File: src/rtl/cache_addr_gen_if.sv
// Address bus from the stream generator to the direct-mapped cache.
//   addr_out   : address presented to the cache this cycle
//   addr_valid : addr_out is a new access this cycle (cache is gated on this)
// master = generator side (drives), slave = cache / wrapper side (observes).
interface cache_addr_gen_if #(
    parameter int unsigned ADDR_W = 32
);
    logic [ADDR_W-1:0] addr_out;
    logic              addr_valid;

    modport master (
        output addr_out,
        output addr_valid
    );

    modport slave (
        input addr_out,
        input addr_valid
    );
endinterface

File: src/rtl/cache_addr_gen.sv
// Programmable address-stream generator feeding the direct-mapped cache.
// Produces sequential (+4), strided (+stride), ping-pong (base / base+stride)
// and reverse (-stride) traces, repeated for a programmable number of passes,
// one access per clock with no bubbles across pass boundaries.
//
// Ports:
//   clk, rst          : clock, synchronous active-high reset
//   i_start           : single-cycle run request, honoured only when idle
//   i_mode            : 0 seq, 1 stride, 2 ping-pong, 3 reverse
//   i_base_addr       : first address of every pass
//   i_stride          : byte step for modes 1-3
//   i_length          : accesses per pass
//   i_passes          : number of passes
//   o_cache           : address bus to the cache (addr_out / addr_valid)
//   o_busy            : run in progress
//   o_done            : one-cycle pulse after the last access of a run
//   o_access_count    : accesses issued since the last accepted start, saturating
module cache_addr_gen #(
    parameter int unsigned ADDR_W = 32,
    parameter int unsigned LEN_W  = 21,
    parameter int unsigned PASS_W = 8
) (
    input  logic                  clk,
    input  logic                  rst,
    input  logic                  i_start,
    input  logic [1:0]            i_mode,
    input  logic [ADDR_W-1:0]     i_base_addr,
    input  logic [ADDR_W-1:0]     i_stride,
    input  logic [LEN_W-1:0]      i_length,
    input  logic [PASS_W-1:0]     i_passes,
    cache_addr_gen_if.master      o_cache,
    output logic                  o_busy,
    output logic                  o_done,
    output logic [LEN_W-1:0]      o_access_count
);

    localparam logic [LEN_W-1:0] LEN_MAX = '1;

    typedef enum logic [1:0] {
        S_IDLE = 2'd0,
        S_RUN  = 2'd1,
        S_DONE = 2'd2
    } state_t;

    // Registered state and latched run configuration
    state_t              r_state;
    logic [1:0]          r_mode;
    logic [ADDR_W-1:0]   r_base;
    logic [ADDR_W-1:0]   r_stride;
    logic [LEN_W-1:0]    r_len;
    logic [PASS_W-1:0]   r_passes;
    logic [LEN_W-1:0]    r_idx;
    logic [PASS_W-1:0]   r_pass;
    logic [ADDR_W-1:0]   r_addr;
    logic                r_valid;
    logic                r_busy;
    logic                r_done;
    logic [LEN_W-1:0]    r_count;

    // Next-state values
    state_t              w_state;
    logic [1:0]          w_mode;
    logic [ADDR_W-1:0]   w_base;
    logic [ADDR_W-1:0]   w_stride;
    logic [LEN_W-1:0]    w_len;
    logic [PASS_W-1:0]   w_passes;
    logic [LEN_W-1:0]    w_idx;
    logic [PASS_W-1:0]   w_pass;
    logic [ADDR_W-1:0]   w_addr;
    logic                w_valid;
    logic                w_busy;
    logic                w_done;
    logic [LEN_W-1:0]    w_count;

    logic                w_last_idx;
    logic                w_last_pass;
    logic [ADDR_W-1:0]   w_step_addr;

    // Position of the access currently on the bus within its pass / run
    assign w_last_idx  = (r_idx == (r_len - LEN_W'(1)));
    assign w_last_pass = (r_pass == (r_passes - PASS_W'(1)));

    // Address following the current one inside a pass; r_addr acts as the
    // running accumulator so no multiplier is needed.
    always_comb begin
        w_step_addr = r_addr;
        case (r_mode)
            2'd0: w_step_addr = r_addr + ADDR_W'(4);
            2'd1: w_step_addr = r_addr + r_stride;
            // Current index even -> next is odd -> base + stride
            2'd2: w_step_addr = r_idx[0] ? r_base : (r_base + r_stride);
            2'd3: w_step_addr = r_addr - r_stride;
            default: w_step_addr = r_addr;
        endcase
    end

    // Next-state and output logic
    always_comb begin
        w_state  = r_state;
        w_mode   = r_mode;
        w_base   = r_base;
        w_stride = r_stride;
        w_len    = r_len;
        w_passes = r_passes;
        w_idx    = r_idx;
        w_pass   = r_pass;
        w_addr   = r_addr;
        w_count  = r_count;
        w_valid  = 1'b0;
        w_busy   = 1'b0;
        w_done   = 1'b0;

        case (r_state)
            S_IDLE: begin
                if (i_start) begin
                    w_mode   = i_mode;
                    w_base   = i_base_addr;
                    w_stride = i_stride;
                    w_len    = i_length;
                    w_passes = i_passes;
                    w_idx    = '0;
                    w_pass   = '0;
                    w_count  = '0;
                    if ((i_length == '0) || (i_passes == '0)) begin
                        w_state = S_DONE;
                        w_done  = 1'b1;
                    end else begin
                        // First access goes out the cycle after the accepting edge
                        w_state = S_RUN;
                        w_busy  = 1'b1;
                        w_valid = 1'b1;
                        w_addr  = i_base_addr;
                        w_count = LEN_W'(1);
                    end
                end
            end

            S_RUN: begin
                if (w_last_idx && w_last_pass) begin
                    w_state = S_DONE;
                    w_done  = 1'b1;
                end else begin
                    w_busy  = 1'b1;
                    w_valid = 1'b1;
                    w_count = (r_count == LEN_MAX) ? r_count : (r_count + LEN_W'(1));
                    if (w_last_idx) begin
                        // Pass boundary: restart the sequence from base
                        w_idx  = '0;
                        w_pass = r_pass + PASS_W'(1);
                        w_addr = r_base;
                    end else begin
                        w_idx  = r_idx + LEN_W'(1);
                        w_addr = w_step_addr;
                    end
                end
            end

            S_DONE: begin
                w_state = S_IDLE;
            end

            default: begin
                w_state = S_IDLE;
            end
        endcase
    end

    // State register
    always_ff @(posedge clk) begin
        if (rst) begin
            r_state  <= S_IDLE;
            r_mode   <= '0;
            r_base   <= '0;
            r_stride <= '0;
            r_len    <= '0;
            r_passes <= '0;
            r_idx    <= '0;
            r_pass   <= '0;
            r_addr   <= '0;
            r_valid  <= 1'b0;
            r_busy   <= 1'b0;
            r_done   <= 1'b0;
            r_count  <= '0;
        end else begin
            r_state  <= w_state;
            r_mode   <= w_mode;
            r_base   <= w_base;
            r_stride <= w_stride;
            r_len    <= w_len;
            r_passes <= w_passes;
            r_idx    <= w_idx;
            r_pass   <= w_pass;
            r_addr   <= w_addr;
            r_valid  <= w_valid;
            r_busy   <= w_busy;
            r_done   <= w_done;
            r_count  <= w_count;
        end
    end

    assign o_cache.addr_out   = r_addr;
    assign o_cache.addr_valid = r_valid;
    assign o_busy             = r_busy;
    assign o_done             = r_done;
    assign o_access_count     = r_count;

endmodule

File: src/flat_wrapper.sv
// flat-port wrapper written by rule: the top's interface ports become plain ports
module cache_addr_gen_flat 
#(
    parameter int unsigned ADDR_W = 32,
    parameter int unsigned LEN_W  = 21,
    parameter int unsigned PASS_W = 8
)
  (clk, rst, i_start, i_mode, i_base_addr, i_stride, i_length, i_passes, o_busy, o_done, o_access_count, o_cache_addr_out, o_cache_addr_valid);
  cache_addr_gen_if #(.ADDR_W(ADDR_W)) o_cache_i ();
  input  logic clk;
  input  logic rst;
  input  logic i_start;
  input  logic [1:0] i_mode;
  input  logic [ADDR_W-1:0] i_base_addr;
  input  logic [ADDR_W-1:0] i_stride;
  input  logic [LEN_W-1:0] i_length;
  input  logic [PASS_W-1:0] i_passes;
  output logic o_busy;
  output logic o_done;
  output logic [LEN_W-1:0] o_access_count;
  output wire logic [$bits(o_cache_i.addr_out)-1:0] o_cache_addr_out;
  output wire logic [$bits(o_cache_i.addr_valid)-1:0] o_cache_addr_valid;
  assign o_cache_addr_out = o_cache_i.addr_out;
  assign o_cache_addr_valid = o_cache_i.addr_valid;
  cache_addr_gen #(.ADDR_W(ADDR_W), .LEN_W(LEN_W), .PASS_W(PASS_W)) u_core (.clk(clk), .rst(rst), .i_start(i_start), .i_mode(i_mode), .i_base_addr(i_base_addr), .i_stride(i_stride), .i_length(i_length), .i_passes(i_passes), .o_cache(o_cache_i), .o_busy(o_busy), .o_done(o_done), .o_access_count(o_access_count));
endmodule
File: config.mk
export PLATFORM = sky130hd
export DESIGN_NAME = cache_addr_gen_flat
export DESIGN_NICKNAME = d
export VERILOG_FILES = /design/src/rtl/cache_addr_gen_if.sv /design/src/rtl/cache_addr_gen.sv /design/src/flat_wrapper.sv
export SDC_FILE = /design/constraint.sdc
export NUM_CORES = 1
export LEC_CHECK = 0
export CORE_UTILIZATION = 52
export CTS_CLUSTER_DIAMETER = 60
export DETAILED_ROUTE_END_ITERATION = 6
export PLACE_DENSITY_LB_ADDON = 0.05
export SLEW_MARGIN = 10
export SYNTH_ARGS = -nofsm -noshare
export SYNTH_HDL_FRONTEND = slang
export SYNTH_SLANG_ARGS = --single-unit
File: constraint.sdc
create_clock -name clk -period 4.7 [get_ports clk]
set_clock_uncertainty 0.05 [all_clocks]
set_input_delay 0.94 -clock clk [delete_from_list [all_inputs] [get_ports clk]]
set_output_delay 0.94 -clock clk [all_outputs]
set_load 0.05 [all_outputs]
Yosys cells after proc, flatten, opt, wreduce, memory -nomap -nowiden
Index checks and enable logic that the tools add are counted.
- output and inout bits: 56
- register bits after elaboration: 181
- bits of input ports: 98
- eq/ne operators: 13
- muxes and demuxes: 32
- $add $sub $neg: 9
- reduce and logical (&&, ||, !) cells: 13
- operators by type and width (kind ; count):
    $mux W32 ; 5
    $pmux W32 S4 ; 1
    $mux W21 ; 6
    $pmux W21 S2 ; 2
    $add A32 B32 Y32 ; 2
    $pmux W32 S2 ; 1
    $add A21 B1 Y21 const B ; 2
    $add A32 B3 Y32 const B ; 1
    $sub A32 B32 Y32 ; 1
    $mux W8 ; 3
    $eq A21 B21 Y1 ; 1
    $eq A21 B21 Y1 const B ; 1
    $logic_not A21 Y1 ; 1
    $sub A21 B1 Y21 const B ; 1
    $pmux W8 S2 ; 1
    $reduce_and A4 Y1 ; 3
    $add A8 B1 Y8 const B ; 1
    $eq A8 B8 Y1 ; 1
    $logic_not A8 Y1 ; 1
    $ne A2 B2 Y1 const B ; 4
    $sub A8 B1 Y8 const B ; 1
    $mux W1 ; 7
    $mux W2 ; 3
    $eq A2 B1 Y1 const B ; 2
    other kinds (10) ; 15

Depth between registers and ports, before layout
- depth after elaboration: 6
- depth in mapped cells: 20
- depth with buffers taken out: 20

Worst setup path before layout
OpenSTA, ideal clock, no wires.
- path kind: register to register
- from: register u_core.r_stride[2]
- to: register u_core.r_addr[28] (netlist: u_core.o_cache.addr_out[28])
- data required time: 4.516 ns
- stages on the path, launching flop included: 18
- buffers on the path: 0
- data arrival time: 4.327 ns
- clock period less this slack: 4.511 ns
- setup slack: 0.189 ns
- cells stage by stage: dfxtp_1 -> or4_1 -> or4_1 -> nor4_1 -> nand2_1 -> or2_1 -> o21ai_0 -> xor2_1 -> ha_1 -> inv_1 -> o21bai_1 -> a21o_1 -> a2111oi_0 -> a211oi_1 -> a2111o_1 -> nand3b_1 -> a21oi_1 -> o22ai_1
- cells in the longest elaborated chain, start to end: 6
- elaborated cells between the ends (all ways): 8
- classes of those cells: add/sub (3); mux (5)
- ends and longest elaborated chain (what ; line ; RTL):
    start: declaration ; cache_addr_gen.sv:49 ; logic [ADDR_W-1:0] r_stride;
    start signal: assignment ; cache_addr_gen.sv:188 ; r_stride <= w_stride;
    $add A32 B32 Y32 ; cache_addr_gen.sv:91 ; 2'd2: w_step_addr = r_idx[0] ? r_base : (r_base + r_stride);
    $mux W32 ; cache_addr_gen.sv:91 ;
    $pmux W32 S4 * ; cache_addr_gen.sv:87 ; case (r_mode)
    $mux W32 * ; cache_addr_gen.sv:146 ; if (w_last_idx) begin
    $mux W32 * ; cache_addr_gen.sv:139 ; if (w_last_idx && w_last_pass) begin
    $pmux W32 S2 * ; cache_addr_gen.sv:113 ; case (r_state)
    end signal: assignment ; cache_addr_gen.sv:193 ; r_addr <= w_addr;
    end: declaration ; cache_addr_gen.sv:54 ; logic [ADDR_W-1:0] r_addr;
Mark *: on every way between the ends. The rest lies on a longest branch, timed or not. The select of a mux whose other input is x is not followed.
A chain may end at the register's enable or synchronous reset.

Final worst setup path
- from: register u_core.r_stride[8]
- to: register u_core.r_addr[30] (netlist: u_core.o_cache.addr_out[30])
Same word-level chain as after synthesis.

==> results.sh <==
export IMPL_nFillCells=2358
export IMPL_cp_top_family="simple AND/OR/NAND/NOR gates"
export IMPL_p_int_mw=3.12
export IMPL_place_ws_ns=0.0243
export IMPL_vias=14600
export IMPL_antenna_cells=0
export IMPL_hpwl_mm=34.3
export IMPL_ir_drop_uv=208
export IMPL_synth_simple_area_share_pct=25.6
export IMPL_netlist_top_cells_area="dfxtp_1, nand2_1, a21oi_1"
export IMPL_p_leak_nw=6.52
export IMPL_multi_input_area_mm2=0.00972
export IMPL_yosysMostFrequentCell="nand2_1"
export IMPL_postSynthCellCount=1855
export IMPL_synth_fa_ha_area_share_pct=6.53
export IMPL_postCtsSetupBuffers=0
export IMPL_rrSetupSlack_ns=0.19
export IMPL_rsz0062_at_grt="yes"
export IMPL_hp_class="reg -> reg"
export IMPL_worstReg2RegEnd="u_core.o_cache.addr_out[30]$_SDFFE_PP0P_"
export IMPL_maxSlewViolCount=0
export IMPL_synthFlopType="dfxtp_1"
export IMPL_core_mm2=0.0261
export IMPL_worstPathArrival_ns=4.78
export IMPL_ant_nets=0
export IMPL_synth_top_family_by_area="simple AND/OR/NAND/NOR gates"
export IMPL_period_share_pct=96.0
export IMPL_clock_fmax_ghz=0.222
export IMPL_synthToLayoutAreaGrowth_pct=20.3
export IMPL_drv_cap=0
export IMPL_ys_types=86
export IMPL_postLayoutCoreUtil_pct=63.9
export IMPL_cts_hold_fix_buffers=0
export IMPL_layout_drive_gt1_share_pct=8.11
export IMPL_crit_path_start="u_core.r_stride[8]$_SDFFE_PP0P_"
export IMPL_syn_area_mm2=0.0138
export IMPL_ios=154
export IMPL_syn_nets=2024
export IMPL_antenna_found_initial=0
export IMPL_synth_top_area_cell="dfxtp_1"
export IMPL_async_reset_ff_share_pct=0
export IMPL_cp_slowest_cell="or4_4"
export IMPL_power_frac_clock_pct=32.0
export IMPL_wirelength_mm=46.4
export IMPL_ys_ff_latch=181
export IMPL_crit_end="u_core.o_cache.addr_out[30]$_SDFFE_PP0P_"
export IMPL_synth_seq_area_share_pct=26.2
export IMPL_synth_area_per_cell_um2=7.46
export IMPL_setup_violations=0
export IMPL_fin_ws_ns=0.187
export IMPL_tritoncts="yes"
export IMPL_cp_end_kind="flop"
export IMPL_postPlaceCellArea_mm2=0.0159
export IMPL_yosysWarningCount=0
export IMPL_die_h_um=165
export IMPL_power_density_mw_per_mm2=300
export IMPL_switching_power_mw=1.87
export IMPL_synth_xor_area_share_pct=10.7
export IMPL_gr_total_overflow=0
export IMPL_wire_per_inst_um=19.8
export IMPL_clock_path_buffers=2
export IMPL_clock_sinks=181
export IMPL_grt_max_degree=76
export IMPL_grt_first_pass_wirelength_mm=71.9
export IMPL_first_iter_violations=1481
export IMPL_grt_pass1_vias=13300
export IMPL_htree_levels=4
export IMPL_path_class="reg -> reg"
export IMPL_synth_common_cells="nand2_1, a21oi_1, dfxtp_1"
export IMPL_sw_frac_of_total_pct=37.5
export IMPL_crit_reg2reg_launch="u_core.r_stride[8]$_SDFFE_PP0P_"
export IMPL_synth_edf_count=0
export IMPL_cp_max_fo=4
export IMPL_critPathLaunchType="flop"
export IMPL_place_gp_congestion=1.02
export IMPL_synthMuxAreaShare_pct=0.796
export IMPL_design_area_mm2=0.0166
export IMPL_port_buffers=153
export IMPL_crit_buf_inv=2
export IMPL_finalCriticalPeriod_ns=4.51
export IMPL_nets=2166
export IMPL_cts_buffers=17
export IMPL_route_detailed_drc=0
export IMPL_viasPerCell=6.23
export IMPL_required_ns=4.96
export IMPL_firstDrtPassIters=6
export IMPL_cts_root_buf="clkbuf_16"
export IMPL_final_seq_area_mm2=0.00362
export IMPL_die_w_um=165
export IMPL_path_clk_slew_ns=0.09
export IMPL_dieArea_mm2=0.0273
export IMPL_worstMarginPinSlew_ns=1.08
export IMPL_grt_use_total_pct=33.9
export IMPL_max_stage_delay_ns=0.57
export IMPL_synth_compound_area_share_pct=25.6
export IMPL_clk_insertion_delay_late_ns=0.46
export IMPL_outcome="completed"
export IMPL_seqPwrFrac_pct=35.1
export IMPL_rr_worst_depth=19
export IMPL_slew_headroom_pct=28.1
export IMPL_start_util_pct=53.1
export IMPL_finalPower_mw=5.00
export IMPL_fp_row_count=59
export IMPL_pwr_share_comb_pct=32.9
export IMPL_hold_violations=0
export IMPL_crit_chain="or4_4, or3_4, or4b_4, nor3b_4, buf_4, a21oi_1, xnor2_1, ha_1, buf_4, a21oi_2, o21bai_2, nand2_1, a21oi_1, o211a_1, a211oi_1, o31ai_1, xnor2_1, a221oi_1, o22ai_1"
export IMPL_crit_cells=19
export IMPL_yosysTopAreaCellShare_pct=26.2
area by class of cell:
type                    instances  share of cell area [%]
multi-input cells            1530                    58.4
flip-flops and latches        181                    21.8
repair buffers                229                    12.6
clock buffers                  17                    2.56
well taps                     335                    2.52
clock inverters                15                    1.29
inverters                      38                   0.857
registers in the layout, indices dropped and copies added (netlist names):
name	cells
u_core.r_stride	32
u_core.o_cache.addr_out	32
u_core.o_cache.addr_valid	1
u_core.r_passes	8
u_core.r_state	2
u_core.r_idx	21
u_core.r_len	21
u_core.r_base	32
u_core.o_done	1
u_core.o_access_count	21
u_core.r_pass	8
u_core.r_mode	2
repair_timing:
item | in CTS | in global routing
gates resized for setup | 3 | 26
setup endpoints to repair | 1 | 10
pin swaps | 0 | 6
power groups by stage:
stage               sequential [mW]  combinational (mW)  clock [mW]
global route                   1.76                1.79        1.67
CTS                            1.75                1.60        1.61
global placement               1.78                1.57           0
floorplan                      1.84                1.00           0
detailed placement             1.78                1.58           0
finish                         1.75                1.64        1.60
worst register-to-register path, delay by kind of cell, from the launching register on:
family / cells / cell delay, ns
AO/OA/AOI/OAI: 9 / 1.28
buffers and inverters: 2 / 0.32
XOR/XNOR: 2 / 0.28
AND/OR/NAND/NOR: 5 / 1.80
flip-flops: 1 / 0.32
adder cells (fa/ha/maj): 1 / 0.32
per-layer routing:
| layer | track usage (%) | routed length (um) | up-vias |
|---|---|---|---|
| li1 | - | - | 7017 |
| met2 | 52.6 | 20300 | 618 |
| met1 | 48.2 | 21300 | 6894 |
| met5 | 0 | 0 | - |
| met3 | 5.54 | 3770 | 76 |
| met4 | 9.30 | 1080 | 0 |
cells by family after synthesis:
family | count (synthesis)
adders and majority gates | 71
and+or+nand+nor | 741
xor gates and xnor gates | 169
AOI/OAI and AO/OA | 538
muxes | 11
buffers and inverters | 144
DFF | 181
placed cells by master, fill, tap and decap left out, drive strengths merged, types with 9 or more instances in the layout:
cell,n
nor2b,10
o21bai,14
or3,20
nor2,144
nor3,30
and3,29
o211ai,37
a21oi,207
clkdlybuf4s50,152
a221oi,13
nor4,27
o31ai,11
buf,77
mux2i,11
a31oi,13
xor2,71
xnor2,98
and2,9
a311oi,17
nand2,322
dfxtp,181
a22oi,11
o21ai,70
inv,42
ha,69
clkbuf,17
a21o,32
nand3,44
or4,10
nand4,31
o21a,10
a211oi,22
nand2b,26
worst min path at each step:
stage,from,endpoint,depth (start not counted)
2_1_floorplan,u_core.r_len[20]$_SDFFE_PP0P_,u_core.r_len[20]$_SDFFE_PP0P_,2
3_5_place_dp,u_core.r_passes[7]$_SDFFE_PP0P_,u_core.r_passes[7]$_SDFFE_PP0P_,2
4_1_cts,u_core.r_len[20]$_SDFFE_PP0P_,u_core.r_len[20]$_SDFFE_PP0P_,2
5_1_grt,u_core.r_passes[7]$_SDFFE_PP0P_,u_core.r_passes[7]$_SDFFE_PP0P_,2
6_report,u_core.r_passes[7]$_SDFFE_PP0P_,u_core.r_passes[7]$_SDFFE_PP0P_,2
3_3_place_gp,u_core.r_base[5]$_SDFFE_PP0P_,u_core.r_base[5]$_SDFFE_PP0P_,2
stage by stage:
step	TNS (ns)	hold WS [ns]	instances
detailed placement	0	0.416	2313
finish	0	0.429	2345
CTS	0	0.426	2345
global route	-0.0400	0.440	2345
floorplan	0	0.398	1855
global placement	0	0.412	2313
Power figures use the tool's default switching activity.
